==> config.mk <==
export PLATFORM = sky130hd
export DESIGN_NAME = if_fetch_unit_flat
export DESIGN_NICKNAME = d
export VERILOG_FILES = /design/src/rtl/if_fetch_if.sv /design/src/rtl/if_fetch_unit.sv /design/src/flat_wrapper.sv
export SDC_FILE = /design/constraint.sdc
export NUM_CORES = 1
export LEC_CHECK = 0
export CAP_MARGIN = 20
export CORE_UTILIZATION = 34
export CTS_CLUSTER_SIZE = 28
export DETAILED_ROUTE_END_ITERATION = 8
export SETUP_SLACK_MARGIN = 0.4
export SYNTH_ARGS = -nofsm -noshare
export SYNTH_HDL_FRONTEND = slang
export SYNTH_SLANG_ARGS = --single-unit
==> constraint.sdc <==
create_clock -name clk -period 3.6 [get_ports clk]
set_input_delay 0.72 -clock clk [delete_from_list [all_inputs] [get_ports clk]]
set_output_delay 0.72 -clock clk [all_outputs]
set_load 0.1 [all_outputs]
==> src/rtl/if_fetch_if.sv <==
// Fetch-stage bus bundle: redirect input, instruction-memory req/ack port and decode valid/ready port.
interface if_fetch_if;
   logic        redirect;
   logic [15:0] redirect_pc;
   logic        imem_req;
   logic [15:0] imem_addr;
   logic        imem_ack;
   logic [15:0] imem_rdata;
   logic        id_valid;
   logic [15:0] id_instr;
   logic [15:0] id_pc;
   logic        id_ready;

   modport master (
      input  redirect, redirect_pc, imem_ack, imem_rdata, id_ready,
      output imem_req, imem_addr, id_valid, id_instr, id_pc
   );

   modport slave (
      output redirect, redirect_pc, imem_ack, imem_rdata, id_ready,
      input  imem_req, imem_addr, id_valid, id_instr, id_pc
   );
endinterface

==> src/rtl/if_fetch_unit.sv <==
// Instruction-fetch stage: PC sequencing, imem req/ack handshake with drain of abandoned
// requests on redirect, and a 2-entry instruction queue toward decode.
module if_fetch_unit #(
   parameter logic [15:0] RESET_PC = 16'h0000
) (
   input logic      clk,
   input logic      rst,
   if_fetch_if.master bus
);
   localparam int unsigned W = 16;

   typedef enum logic [1:0] {BOOT, RUN, DRAIN} state_t;

   state_t         state, state_nx;
   logic [W-1:0]   fetch_pc, pc_nx;
   logic [W-1:0]   target, tgt_nx;
   logic [1:0]     count, count_nx;
   logic [W-1:0]   q_pc    [2];
   logic [W-1:0]   q_instr [2];
   logic           push, pop, pending, wr_idx;
   logic           req_nx;
   logic [W-1:0]   addr_nx;

   assign pending = bus.imem_req && !bus.imem_ack;
   assign push    = (state == RUN) && bus.imem_req && bus.imem_ack && !bus.redirect;
   assign pop     = (count != 2'd0) && bus.id_ready && !bus.redirect;
   assign wr_idx  = (count == 2'd1) && !pop;

   assign bus.id_instr = q_instr[0];
   assign bus.id_pc    = q_pc[0];

   // Queue occupancy; redirect flushes regardless of push/pop
   always_comb begin
      count_nx = count;
      if (bus.redirect)       count_nx = 2'd0;
      else if (push && !pop)  count_nx = count + 2'd1;
      else if (pop && !push)  count_nx = count - 2'd1;
   end

   // Next state, PC and request; an un-acked request is never withdrawn
   always_comb begin
      state_nx = state;
      pc_nx    = fetch_pc;
      tgt_nx   = target;
      case (state)
         BOOT: begin
            state_nx = RUN;
            if (bus.redirect) pc_nx = bus.redirect_pc;
         end
         RUN: begin
            if (bus.redirect) begin
               if (pending) begin
                  state_nx = DRAIN;
                  tgt_nx   = bus.redirect_pc;
               end else begin
                  pc_nx = bus.redirect_pc;
               end
            end else if (push) begin
               pc_nx = fetch_pc + W'(1);
            end
         end
         DRAIN: begin
            if (bus.redirect) tgt_nx = bus.redirect_pc;
            if (bus.imem_ack) begin
               state_nx = RUN;
               pc_nx    = tgt_nx;
            end
         end
         default: state_nx = BOOT;
      endcase
      req_nx  = (state_nx == DRAIN) || ((state_nx == RUN) && (count_nx != 2'd2));
      addr_nx = (state_nx == DRAIN) ? bus.imem_addr : pc_nx;
   end

   always_ff @(posedge clk or posedge rst) begin
      if (rst) begin
         state         <= BOOT;
         fetch_pc      <= RESET_PC;
         target        <= RESET_PC;
         count         <= 2'd0;
         bus.imem_req  <= 1'b0;
         bus.imem_addr <= RESET_PC;
         bus.id_valid  <= 1'b0;
         q_pc[0]       <= '0;
         q_pc[1]       <= '0;
         q_instr[0]    <= '0;
         q_instr[1]    <= '0;
      end else begin
         state         <= state_nx;
         fetch_pc      <= pc_nx;
         target        <= tgt_nx;
         count         <= count_nx;
         bus.imem_req  <= req_nx;
         bus.imem_addr <= addr_nx;
         bus.id_valid  <= (count_nx != 2'd0);
         // Shift on pop first, then a push lands in the first free slot
         if (pop) begin
            q_pc[0]    <= q_pc[1];
            q_instr[0] <= q_instr[1];
         end
         if (push) begin
            if (wr_idx) begin
               q_pc[1]    <= fetch_pc;
               q_instr[1] <= bus.imem_rdata;
            end else begin
               q_pc[0]    <= fetch_pc;
               q_instr[0] <= bus.imem_rdata;
            end
         end
      end
   end
endmodule

==> src/flat_wrapper.sv <==
// flat-port wrapper written by rule: the top's interface ports become plain ports
module if_fetch_unit_flat 
#(
   parameter logic [15:0] RESET_PC = 16'h0000
)
  (clk, rst, bus_redirect, bus_redirect_pc, bus_imem_ack, bus_imem_rdata, bus_id_ready, bus_imem_req, bus_imem_addr, bus_id_valid, bus_id_instr, bus_id_pc);
  if_fetch_if bus_i ();
  input logic clk;
  input logic rst;
  input wire logic [$bits(bus_i.redirect)-1:0] bus_redirect;
  input wire logic [$bits(bus_i.redirect_pc)-1:0] bus_redirect_pc;
  input wire logic [$bits(bus_i.imem_ack)-1:0] bus_imem_ack;
  input wire logic [$bits(bus_i.imem_rdata)-1:0] bus_imem_rdata;
  input wire logic [$bits(bus_i.id_ready)-1:0] bus_id_ready;
  output wire logic [$bits(bus_i.imem_req)-1:0] bus_imem_req;
  output wire logic [$bits(bus_i.imem_addr)-1:0] bus_imem_addr;
  output wire logic [$bits(bus_i.id_valid)-1:0] bus_id_valid;
  output wire logic [$bits(bus_i.id_instr)-1:0] bus_id_instr;
  output wire logic [$bits(bus_i.id_pc)-1:0] bus_id_pc;
  assign bus_i.redirect = bus_redirect;
  assign bus_i.redirect_pc = bus_redirect_pc;
  assign bus_i.imem_ack = bus_imem_ack;
  assign bus_i.imem_rdata = bus_imem_rdata;
  assign bus_i.id_ready = bus_id_ready;
  assign bus_imem_req = bus_i.imem_req;
  assign bus_imem_addr = bus_i.imem_addr;
  assign bus_id_valid = bus_i.id_valid;
  assign bus_id_instr = bus_i.id_instr;
  assign bus_id_pc = bus_i.id_pc;
  if_fetch_unit #(.RESET_PC(RESET_PC)) u_core (.clk(clk), .rst(rst), .bus(bus_i));
endmodule
After elaboration in Yosys (flattened, before gate mapping). Cells that the tools add are included.

Register bits after elaboration: 118. Input bits: 37. Output and inout bits: 50. Word-level logic and storage cells: 68.

$add $sub $neg: 3. Equal/unequal tests: 8. Mux-type cells: 25. Reductions and logical operators: 21.

Operators by type and width (count): $mux W16 (14); $mux W32 (2); $pmux W16 S3 (1); $pmux W16 S2 (1); $add A16 B1 Y16 const B (1); $mux W2 (6); $logic_and A1 B1 Y1 (10); $eq A2 B1 Y1 const B (3); $pmux W2 S3 (1); $reduce_bool A2 Y1 (3); $eq A2 B2 Y1 const B (2); $logic_not A1 Y1 (4); $ne A2 B2 Y1 const B (2); $reduce_and A3 Y1 (1); $add A2 B1 Y2 const B (1); $logic_not A2 Y1 (1); $ne A2 B1 Y1 const B (1); $reduce_and A2 Y1 (1); $sub A2 B1 Y2 const B (1); $logic_or A1 B1 Y1 (1).

Longest topological paths before layout. Gate-level depths: netlist of run 1.

Word-level depth: 12. Gate-level depth with buffers: 9.

Worst setup path before layout of run 1. OpenSTA, ideal clock, no wires.

Path kind: register to register. Start point: register u_core.bus.imem_req. End point: register u_core.bus.imem_addr[8]. Arrival: 2350 ps. Required time: 3474 ps. Path slack: 1124 ps. Cell stages (with the launch flop): 6. Path buffers: 0. Path through: dfrtp_1 nand4_1 nor4_1 xor2_1 a21o_1 a221o_1.

Cells in the longest elaborated chain, start to end: 6. Elaborated cells on any way between the ends: 12. Classes of those cells: eq/ne (1); mux (7); reduce/logical (4).

RTL lines: start: declaration (line if_fetch_if.sv:16) `output imem_req, imem_addr, id_valid, id_instr, id_pc`; start signal: assignment (line if_fetch_unit.sv:93) `bus.imem_req <= req_nx;`; $logic_and A1 B1 Y1 (3 in a row) (line if_fetch_unit.sv:25) `assign push = (state == RUN) && bus.imem_req && bus.imem_ack && !bus.redirect;`; $mux W16 (line if_fetch_unit.sv:58) `end else if (push) begin`; $mux W16 (line if_fetch_unit.sv:51) `if (bus.redirect) begin`; $pmux W16 S3 (line if_fetch_unit.sv:45) `case (state)`; end signal: assignment (line if_fetch_unit.sv:94) `bus.imem_addr <= addr_nx;`; end: declaration (line if_fetch_if.sv:16).

Parallel ways exist; a longest one is shown, timed or not. A chain may end at the register's enable or synchronous reset.

Worst setup path after layout of run 1.
Start point: register u_core.bus.imem_addr[13]. End point: output port bus_imem_addr[13].

RTL lines: end: declaration (line flat_wrapper.sv:16) `output wire logic [$bits(bus_i.imem_addr)-1:0] bus_imem_addr;`.

No word-level cell between the ends.

==> results summary, run 1 <==
On the critical path, the stage with the largest delay is an instance of sky130_fd_sc_hd__clkdlybuf4s50_1. For this run, the detailed router's first-pass iteration total came to 5. The total of fill cells in the finished design came out at 1,777. The maximum number of pins on one net before global-route repair is between 60 and 70.

For the worst-skew pair, the clock arrives at the later sink with an insertion delay of 0.42 ns. In this design, the largest share of critical-path delay is due to buffers and inverters. The sum of overflow across all layers after global routing is 0. The total of endpoints with negative setup slack in the final report came out at 0. The overall routing resource usage is 0.184.

The height of the die came out at 141 microns. Cell internal power was estimated by the tool at 4.46 mW. Buffers inserted to repair hold after CTS numbered 0. From left edge to right edge, the die measures 141 microns. The initial antenna violation count came out at 0.

The floorplan has 50 rows. In the final routed layout, each cell accounts on average for 17.9 microns. The flow ran to the end, and the final reports show no timing, DRC or antenna violations. Relative to the synthesized area, the layout overhead comes to 23.5%. The post-route clock skew came out at 0.00538 ns. The most used flip-flop cell after synthesis is sky130_fd_sc_hd__dfrtp_1. The slew at the pin with the worst max-slew slack is 1.02 ns.

Counting both buffers and inverters, the worst setup path holds a total of 1. The fraction of final layout cells sized beyond drive strength 1 is 0.183. The routed design has around 17 mm of wire. TritonCTS built the clock tree. After detailed placement, the design holds a cell count of 937. The number of design rule violations left after detail routing came out at 0. The number of warnings reported in the yosys synthesis log is 0. The number of primary I/O pins is 87. The worst min-delay path category is flip-flop to flip-flop. The count of flip-flops with a built-in enable after synthesis is 0.

Summing over every cut layer, the via total after detailed routing is 5,195. At the worst endpoint, the required time is 2.88 ns. The global-route wire length before repair came out at 27.9 mm. Each instance of the synthesized netlist takes up on average 10.0 sq um. The reported leakage power came out at 3.58 nW.

The fraction of registers with async set/reset came out at 1.00. The peak supply drop came out at between 0.4 and 0.5 mV. The largest single stage delay on the critical path is 1.15 ns. The combinational fraction of design power came out at 0.499.

The area inside the core boundary came out at about 19,000 sq um. In this run the post-CTS setup repair buffer count came out at 0. The routability congestion estimate is 0.896. The number of hold violations in the final report is 0. Max-cap violations in this run came to 0.

The total negative slack for setup checks came out at 0 ns. The number of nets in the layout is approximately 740. Input and output buffers added on the ports amount to between 80 and 90. The number of pins exceeding their max-slew limit in the final report came out at 0. The number of H-tree branching levels is 4.

The iteration-0 DRC count of the detailed router came out at 414. The smallest clock period supported by the final layout is computed as between 2 and 3 ns. Data arrives at the worst endpoint at a little under 2 ns. Of all nets on the critical path, the largest fanout is 2.

The total nets after synthesis is 697. The antenna diode count came out at 0. Using the TritonRoute via totals, the vias-per-cell ratio works out to 5.36. The floorplan step defined a die boundary enclosing 19,900 sq um. The share of total power in the clock network came out at 0.207.

In this run, distinct cell masters in the synthesized netlist total a little under 60. The kind of critical path is flip-flop to primary output. The cell area that synthesis handed to floorplanning was 6570 sq um. The worst relative slew slack came out at 0.321. The cell at the root of the clock tree is sky130_fd_sc_hd__clkbuf_16. Summed over all nets, the half-perimeter wirelength after detailed placement is 11.9 mm. Synthesis produced a netlist whose cell count is ~660.

The part of the Yosys area used for sequential elements came out at 0.449. Once detail routing completed, the nets flagged for antenna violations numbered 0. No sink is reached through more buffers than the 2 on the longest clock path.

The initial core utilization came out at 0.349. The peak clock frequency supported by timing is 373 MHz. STA classifies the critical path startpoint as a flip-flop.

The nature of the critical path endpoint is a primary output. The power spent charging and discharging nets came out at about 4.2 mW. The number of buffers created by CTS came out at 17.

For this design the ratio of total power to cell area is ~1100 nW/um^2. Prior to clock tree synthesis, the placed netlist has a worst setup slack of ~0.58 ns. Clock tree synthesis found a total of roughly 120 sinks. The clock edge transition at the registers on the reported setup and hold paths is about 0.060 ns. The final cell count without fillers is a little under 1,000. The post-route fraction of the period consumed by the critical path is 0.746.

Setup repair after global routing left no endpoint under its margin. The relative contribution of sequential cells to total power came out at 0.293. The critical path goes through clkdlybuf4s50_1.

The via count of the first global-routing pass is 5,339. The quantity of gates resized following cts came out at 0. The switching part of the total power is 0.486. The worst-case setup margin in the final layout came out at about 0.9 ns. The number of register bits inferred by synthesis is 118.
## cell usage after synthesis, types with 5 or more instances
library cell | number | area share
sky130_fd_sc_hd__a21o_1 | 5 | 0.0057
sky130_fd_sc_hd__a21oi_1 | 18 | 0.014
sky130_fd_sc_hd__a31oi_1 | 9 | 0.0086
sky130_fd_sc_hd__a32oi_1 | 5 | 0.0067
sky130_fd_sc_hd__buf_1 | 5 | 0.0029
sky130_fd_sc_hd__buf_2 | 13 | 0.0099
sky130_fd_sc_hd__buf_4 | 33 | 0.038
sky130_fd_sc_hd__clkbuf_1 | 33 | 0.019
sky130_fd_sc_hd__dfrtp_1 | 118 | 0.45
sky130_fd_sc_hd__inv_1 | 12 | 0.0069
sky130_fd_sc_hd__mux2_2 | 59 | 0.10
sky130_fd_sc_hd__mux2i_1 | 51 | 0.078
sky130_fd_sc_hd__nand2_1 | 73 | 0.042
sky130_fd_sc_hd__nand2b_1 | 10 | 0.0095
sky130_fd_sc_hd__nand3_1 | 15 | 0.011
sky130_fd_sc_hd__nand4_1 | 8 | 0.0076
sky130_fd_sc_hd__nor2_1 | 24 | 0.014
sky130_fd_sc_hd__nor2b_1 | 10 | 0.0095
sky130_fd_sc_hd__nor3_1 | 8 | 0.0061
sky130_fd_sc_hd__o211ai_1 | 6 | 0.0069
sky130_fd_sc_hd__o21ai_0 | 58 | 0.044
sky130_fd_sc_hd__o21bai_1 | 5 | 0.0057
sky130_fd_sc_hd__o221ai_1 | 5 | 0.0067
sky130_fd_sc_hd__o31ai_1 | 5 | 0.0057
## power groups by stage
| stage | Combinational [mW] | Clock (mW) | Sequential, mW |
|---|---|---|---|
| detailed placement | 4.33 | 0 | 2.56 |
| floorplan | 3.06 | 0 | 2.92 |
| finish | 4.33 | 1.80 | 2.54 |
| global route | 4.57 | 1.90 | 2.64 |
| CTS | 4.35 | 1.83 | 2.54 |
| global placement | 4.27 | 0 | 2.52 |
## per-layer routing
layer  track usage  share of wire  vias up
met5             0              0        -
li1              -              -     2399
met1         0.229           0.45     2543
met2         0.293           0.46      201
met4        0.0961          0.032        0
met3        0.0503          0.064       52
## flip-flops by register name (all words and copies together), names as in the netlist
| signal | flops |
|---|---|
| u_core.count | 2 |
| u_core.bus.id_instr | 16 |
| u_core.bus.id_pc | 16 |
| u_core.fetch_pc | 16 |
| u_core.target | 16 |
| u_core.q_pc | 16 |
| u_core.bus.imem_req | 1 |
| u_core.bus.imem_addr | 16 |
| u_core.state | 2 |
| u_core.bus.id_valid | 1 |
| u_core.q_instr | 16 |
## layout make-up
cell class	instances	area [sq um]	area share
Inverter	12	48.8	0.00601
Clock inverter	15	200	0.0247
Multi-Input combinational cell	440	3110	0.383
Clock buffer	17	425	0.0524
Sequential cell	118	2950	0.364
Tap cell	260	325	0.0401
Timing Repair Buffer	107	1050	0.130
## path summary, 6_finish.rpt
kind	from	endpoint	slack, ns	cells past startpoint
worst min register to register	u_core.bus.imem_addr[3]$_DFFE_PP0P_	u_core.bus.imem_addr[3]$_DFFE_PP0P_	0.48	2
worst min-delay path	u_core.bus.imem_addr[3]$_DFFE_PP0P_	u_core.bus.imem_addr[3]$_DFFE_PP0P_	0.48	2
worst max register to register	u_core.state[0]$_DFF_PP0_	u_core.bus.imem_addr[13]$_DFFE_PP0P_	0.98	5
worst max-delay path	u_core.bus.imem_addr[13]$_DFFE_PP0P_	bus_imem_addr[13]	0.92	1
max in group asynchronous	rst	u_core.target[10]$_DFFE_PP0P_	2.13	3
min in group asynchronous	rst	u_core.bus.id_instr[15]$_DFF_PP0_	0.79	2
## cell families after synthesis
kind of cell	synth area share
AND/OR/NAND/NOR	0.130
AO/OA/AOI/OAI	0.142
flip-flops	0.449
multiplexers	0.183
buffers and inverters	0.0794
XOR/XNOR	0.0107
adder cells (fa/ha/maj)	0.00571
## metrics by stage
stage                     utilization  hold slack [ns]  total power [mW]  instance area, sq um
after floorplan                     -            0.449              5.98                  6570
after global placement          0.398            0.462              6.79                  7490
after detailed placement        0.398            0.472              6.89                  7490
after CTS                       0.431            0.486              8.72                  8120
after global routing            0.431            0.512              9.11                  8120
final                           0.431            0.481              8.67                  8120
## cells in the final DEF (no fill, tap or decap), drive strengths merged, types with 6 or more instances in the layout
master | synthesis | routed
a21oi | 18 | 18
a31oi | 9 | 9
buf | 52 | 26
clkbuf | 35 | 17
clkdlybuf4s50 | 0 | 81
dfrtp | 118 | 118
inv | 12 | 14
mux2 | 61 | 61
mux2i | 51 | 51
nand2 | 74 | 74
nand2b | 10 | 10
nand3 | 15 | 15
nand4 | 8 | 8
nor2 | 24 | 24
nor2b | 10 | 10
nor3 | 8 | 8
nor4 | 6 | 6
o211ai | 6 | 6
o21ai | 59 | 59
o31ai | 6 | 6
Note: power is estimated with default switching activity, not from simulation.
==> run 2, diff against run 1 <==
clock period = 2.62 ns   (was 3.6 ns; I/O delays follow)
==> results summary, run 2 (synthesis results as in run 1) <==
The total wirelength of the detailed-routed design came out at between 15 and 20 mm. The initial core utilization is 0.349. The largest fanout on the critical path is 49. The number of pins exceeding their max-slew limit in the final report is 0.

The library cell used most frequently in the layout, excluding fill and tap cells, is sky130_fd_sc_hd__dfrtp_1. Among the stages of the critical path, the cell type that occurs most often is sky130_fd_sc_hd__buf_12. The kind of start point of the critical path is a flip-flop. The maximum number of pins on one net before global-route repair is 61. STA classifies the critical path endpoint as a flip-flop. For this run, the total global-route usage over all layers was measured as 0.189. For the pin with the worst max-slew slack, the measured transition is ~0.69 ns.

The area growth from synthesis to layout is 26.2%. Summed over all layers, the global routing overflow is 0. The remaining antenna violation count after routing is 0.

The largest single stage delay on the critical path is 0.41 ns. Of the available clock period, the critical path in the final layout requires 0.796. The tightest min-delay check is of the flip-flop to flip-flop type. The kind of critical path is flip-flop to flip-flop. Summed over all failing endpoints, the final setup total negative slack is 0 ns. CTS placed an instance of sky130_fd_sc_hd__clkbuf_16 at the clock tree root.

The count of hold buffers inserted by post-cts repair is 0. Together, buffers and inverters on the worst path number 3. The clock tree synthesis step divided the H-tree into 4 levels.

The via count of the first global-routing pass is between 5,000 and 6,000. The antenna diode count came out at 0. The average wire length per cell after detail routing came out at 18.1 microns. At the end of routability-driven placement, the weighted congestion stood at 0.868. Among all stages on the critical path, the largest delay is contributed by sky130_fd_sc_hd__dfrtp_1. The flow ran to the end, and the final reports show no timing, DRC or antenna violations.

In this run the power density over the cells is about 1500 nW/um^2. The clock edge transition at the registers on the reported setup and hold paths is ~0.05 ns. The height of the die came out at around 140 microns. The number of primary I/O pins is 87.

After legalization and detailed placement, the total HPWL measured 12.8 mm. The post-route clock skew came out at 0.00692 ns. IR analysis of the VDD net gives a maximum drop of 0.702 mV. The clock latency at the later pin of the worst-skew pair is ~0.4 ns. For met1 alone, demand over resource in global routing was 0.249. The critical path required time came out at 2.92 ns.

The detailed-route via count came out at 5,341. In the final layout, the share of cells above drive strength 1 is 0.277. The final cell count without fillers is around 1,000. The overall power is 12.0 mW. The number of port buffers is 86.

After global routing, the most crowded layer is met2. The via-per-instance ratio came out at 5.35. The row count is 50. For this run, the top clock speed supported by timing is 480 MHz.

The number of iterations in the first detailed-routing pass came out at 6. The number of hold violations in the final report is 0. The worst hold path begins at u_core.q_pc[7]$_DFFE_PP0P_.

The number of sinks on the clock net is 118. In the layout the commonest cells are sky130_fd_sc_hd__dfrtp_1 (117), sky130_fd_sc_hd__buf_4 (93), sky130_fd_sc_hd__nand2_1 (72). The clock passes through at most 2 buffers.

The count of placed standard cells including taps is 968. For met3 alone, demand over resource in global routing was 0.0414. Buffers inserted during clock tree synthesis total 17. The number of post-CTS setup repair buffers is 0. Max-cap violations in this run came to 0. The die boundary width is 141 microns. TritonCTS built the clock tree. The worst path needs 2.08 ns of the cycle, external delays included. The data arrival time of the worst path came out at 2.38 ns.

After floorplanning, the core was sized to cover 18,800 sq um. The worst relative slew slack is 0.536. The initial antenna violation count came out at 0. The die covers 19,900 sq um. The total of endpoints with negative setup slack in the final report is 0. In this run the worst setup path begins at u_core.state[1]$_DFF_PP0_. The number of design rule violations left after detail routing is 0. The iteration-0 DRC count of the detailed router is between 300 and 400. Setup repair after global routing left no endpoint under its margin.

The category of cells accounting for the largest share of critical-path delay is simple AND/OR/NAND/NOR gates. The number of nets in the layout came out at 767. The signal on the critical path passes through buf_12, nor2b_1, buf_4, and3_1, nand3_1, buf_12, mux2_2. The global-route wire length before repair came out at ~29 mm. The worst reg2reg path startpoint is u_core.state[1]$_DFF_PP0_. The reported leakage power came out at 3.81 nW. The met2 layer usage reported by global route came out at 0.301.
## run 2: cell types whose count changed in the layout (fill, tap and decap cells not counted), sizes merged
cell,before,now
buf,26,103
clkbuf,17,23
clkdlybuf4s50,81,34
clkinv,4,2
clkinvlp,5,3
dlymetal6s2s,0,1
inv,14,11
## run 2: worst paths after layout
| check | endpoint | depth (start not counted) | slack (ns) |
|---|---|---|---|
| max | u_core.q_instr[2]$_DFFE_PP0P_ | 7 | 0.54 |
| min | u_core.q_pc[7]$_DFFE_PP0P_ | 2 | 0.48 |
| max reg2reg | u_core.q_instr[2]$_DFFE_PP0P_ | 7 | 0.54 |
| min reg2reg | u_core.q_pc[7]$_DFFE_PP0P_ | 2 | 0.48 |
| max in group asynchronous | u_core.bus.id_instr[4]$_DFF_PP0_ | 3 | 1.47 |
| min in group asynchronous | u_core.bus.id_instr[15]$_DFF_PP0_ | 2 | 0.57 |
## run 2: timing repair
action                     CTS  global route
setup endpoints to repair    1             8
pin swaps                    0             1
resized for setup            1             4
gates cloned                 0             0
## run 2: worst reg2reg max path, cell delays in order (launching register included)
cell and delay (ns):
sky130_fd_sc_hd__dfrtp_1 0.41, sky130_fd_sc_hd__buf_12 0.20, sky130_fd_sc_hd__nor2b_1 0.21, sky130_fd_sc_hd__buf_4 0.20
sky130_fd_sc_hd__and3_1 0.27, sky130_fd_sc_hd__nand3_1 0.16, sky130_fd_sc_hd__buf_12 0.21, sky130_fd_sc_hd__mux2_2 0.31
## run 2: area by class of cell
class	instances	area (sq um)
inverter	12	48.8
fill	1803	10500
tap	260	325
sequential	118	2950
multi-input combinational	440	3120
clock inverter	8	149
clock buffer	23	458
timing repair buffer	138	1240
## run 2: metal layers
metal  up-vias  wire length [microns]
li1       2464                      -
met1      2628                   8190
met2       209                   8460
met3        40                    995
met4         0                    445
met5         -                      0
## run 2: power breakdown
part	internal, mW	switching (mW)	total, mW	leakage (nW)
registers	2.68	0.710	3.39	1.47
clock network	1.61	0.818	2.43	0.287
logic	1.93	4.28	6.22	2.05
## run 2: per-stage QoR
stage                      util  hold WS (ns)  setup slack (ns)  cell area (sq um)
after floorplan               -         0.449             0.417               6580
after global placement    0.407         0.460            0.0966               7670
after detailed placement  0.407         0.469            0.0777               7670
after CTS                 0.440         0.481             0.504               8280
after global routing      0.440         0.517             0.418               8290
final                     0.440         0.477             0.535               8290
==> run 3, diff against run 2 <==
clock period = 1.95 ns   (was 2.62 ns; I/O delays follow)
==> results summary, run 3 (synthesis results as in run 1) <==
At the pin with the least slew margin, the transition time is 0.468 ns. The combinational fraction of design power is 0.616. Summed over all layers, the routed wires come to 23.6 mm. The number of buffers created by CTS came out at 17. The checks that failed: setup timing. The fraction of final layout cells sized beyond drive strength 1 is 0.522. Setup repair after global routing could not meet its margin everywhere. Of the total power, the share spent switching nets is 0.465. The cell area after layout came out at 10,900 sq um. The number of hold violations in the final report came out at 0. The initial antenna violation count came out at 0. The analysis attributes to cell leakage a power of just over 5 nW. The final core utilization came out at 0.578.

The peak clock frequency supported by timing came out at 502 MHz. The post-route fraction of the period consumed by the critical path is 1.02. The critical path required time came out at 2.25 ns. The count of hold buffers inserted by post-cts repair is 0. The height of the die came out at 141 microns.

TritonCTS built the clock tree. The number of port buffers came out at between 80 and 90. The global-route wire length before repair came out at 34.6 mm. The routability congestion estimate is 0.878. In this run the tightest slew margin relative to its limit is 0.685. For this design, the sink count on the clock tree is 118. The number of iterations in the first detailed-routing pass came out at 5. The row count is 50.

Summed over all nets, the switching power comes to about 9.3 mW. The via count of the first global-routing pass is 6,007. The final period demand of the worst path came out at ~2.0 ns. The detailed-route via count is 6,033. The post-route clock skew came out at 0.00970 ns.

The most critical setup path has its startpoint at u_core.fetch_pc[1]$_DFF_PP0_. The number of H-tree branching levels came out at 4. The flow ran to the end, but the final reports show violations. The average wire length per cell after detail routing came out at 21.3 microns. STA classifies the critical path startpoint as a flip-flop. The cell at the root of the clock tree is sky130_fd_sc_hd__clkbuf_16.

The worst-case setup margin in the final layout is -0.0424 ns. The library cell used most frequently in the layout, excluding fill and tap cells, is sky130_fd_sc_hd__dfrtp_1. The initial core utilization is 0.349. The data arrival time of the worst path is 2.29 ns.

The die boundary width came out at 141 microns. The clock reaches the later pin of the worst-skew pair after 0.42 ns. In the layout the commonest cells are sky130_fd_sc_hd__dfrtp_1 (115), sky130_fd_sc_hd__buf_4 (102), sky130_fd_sc_hd__buf_6 (51). The relative contribution of sequential cells to total power came out at 0.233. The number of design rule violations left after detail routing is 0. The worst min-delay path category is input pin to asynchronous set/reset pin. The worst setup path is captured at a flip-flop. The power density relative to cell area is about 1800 nW/um^2. The antenna diode count came out at 0. The final layout contains 879 nets. The placed cell area came out at 8390 sq um. The internal power component is 10.7 mW.

The largest fanout on the critical path is 4. By startpoint and endpoint, the worst setup path is classified as flip-flop to flip-flop. The number of primary I/O pins came out at 87.

The share of total power in the clock network is 0.151. The area inside the core boundary is 18,800 sq um. The total of endpoints with negative setup slack in the final report came out at 13. IR analysis of the VDD net gives a maximum drop of approximately 1.1 mV.

The remaining antenna violation count after routing is 0. The placed wire-length estimate after detailed placement is 13.6 mm. Max-cap violations in this run came to 0. In this run, the number of DRC markers left after iteration 0 of detailed routing was 522. In this run the critical register-to-register path is launched from u_core.fetch_pc[1]$_DFF_PP0_. The via-per-instance ratio is 5.44. The overall power is between 20 and 25 mW.

Across every metal layer, demand over resource in global routing totals 0.231. The maximum number of pins on one net before global-route repair is 36. The clock edge transition at the registers on the reported setup and hold paths came out at 0.06 ns. Before CTS, the worst setup slack after placement is -0.496 ns. The post-synthesis to final-layout area growth is 65.7%. The maximum buffer depth of the clock tree is 2. The die covers approximately 20,000 sq um.

The number of pins exceeding their max-slew limit in the final report is 0. The sum of overflow across all layers after global routing came out at 0.
-- run 3: timing repair --
action                     CTS  global route
resized for setup          142           154
pin swaps                   38            65
buffers inserted            48            12
setup endpoints to repair  120           118
cloned                      13             2
-- run 3: area by class of cell --
class                           instances  area [sq um]
Inverter                               12          58.8
Multi-Input combinational cell        440          3970
Fill cell                            1495          7950
Clock buffer                           20           447
Timing Repair Buffer                  250          3020
Clock inverter                          9           106
Tap cell                              260           325
Sequential cell                       118          2960
-- run 3: worst max-delay path: stages (launching register included) --
cell                      delay (ns)
sky130_fd_sc_hd__dfrtp_1        0.41
sky130_fd_sc_hd__ha_2           0.22
sky130_fd_sc_hd__nand4_1        0.13
sky130_fd_sc_hd__buf_6          0.17
sky130_fd_sc_hd__buf_6          0.11
sky130_fd_sc_hd__nor4_4         0.18
sky130_fd_sc_hd__xor2_2         0.15
sky130_fd_sc_hd__a21o_1         0.20
sky130_fd_sc_hd__a221o_1        0.30
-- run 3: worst paths after layout --
path                                                  endpoint  slack, ns  cells after the start
max                        u_core.bus.imem_addr[8]$_DFFE_PP0P_      -0.04                      8
min                             u_core.q_instr[15]$_DFFE_PP0P_       0.33                      2
max reg2reg                u_core.bus.imem_addr[8]$_DFFE_PP0P_      -0.04                      8
min reg2reg                         u_core.q_pc[3]$_DFFE_PP0P_       0.50                      2
max in group asynchronous          u_core.q_pc[11]$_DFFE_PP0P_       1.05                      3
min in group clk                    u_core.q_pc[3]$_DFFE_PP0P_       0.50                      2
-- run 3: layer usage --
metal | share of wire | track usage | up-vias | routed length (microns)
met5 | 0 | 0 | - | 0
met4 | 0.025 | 0.0807 | 0 | 589
met3 | 0.062 | 0.0526 | 40 | 1470
met2 | 0.51 | 0.391 | 265 | 12000
met1 | 0.41 | 0.289 | 3033 | 9590
li1 | - | - | 2695 | -
-- run 3: per-stage QoR --
step           instances  hold slack [ns]  setup TNS, ns
2_1_floorplan        657            0.449         -0.346
3_3_place_gp        1005            0.462         -31.97
3_5_place_dp        1005            0.474         -38.32
4_1_cts             1095            0.334              0
5_1_grt             1109            0.351         -0.990
6_report            1109            0.332         -0.233
-- run 3: power groups by stage --
| stage | Sequential (mW) | Combinational (mW) | Clock, mW |
|---|---|---|---|
| after floorplan | 5.41 | 6.01 | 0 |
| after global placement | 4.56 | 9.42 | 0 |
| after detailed placement | 4.62 | 9.54 | 0 |
| after CTS | 4.58 | 11.3 | 3.06 |
| after global routing | 4.79 | 12.9 | 3.19 |
| final | 4.68 | 12.4 | 3.02 |
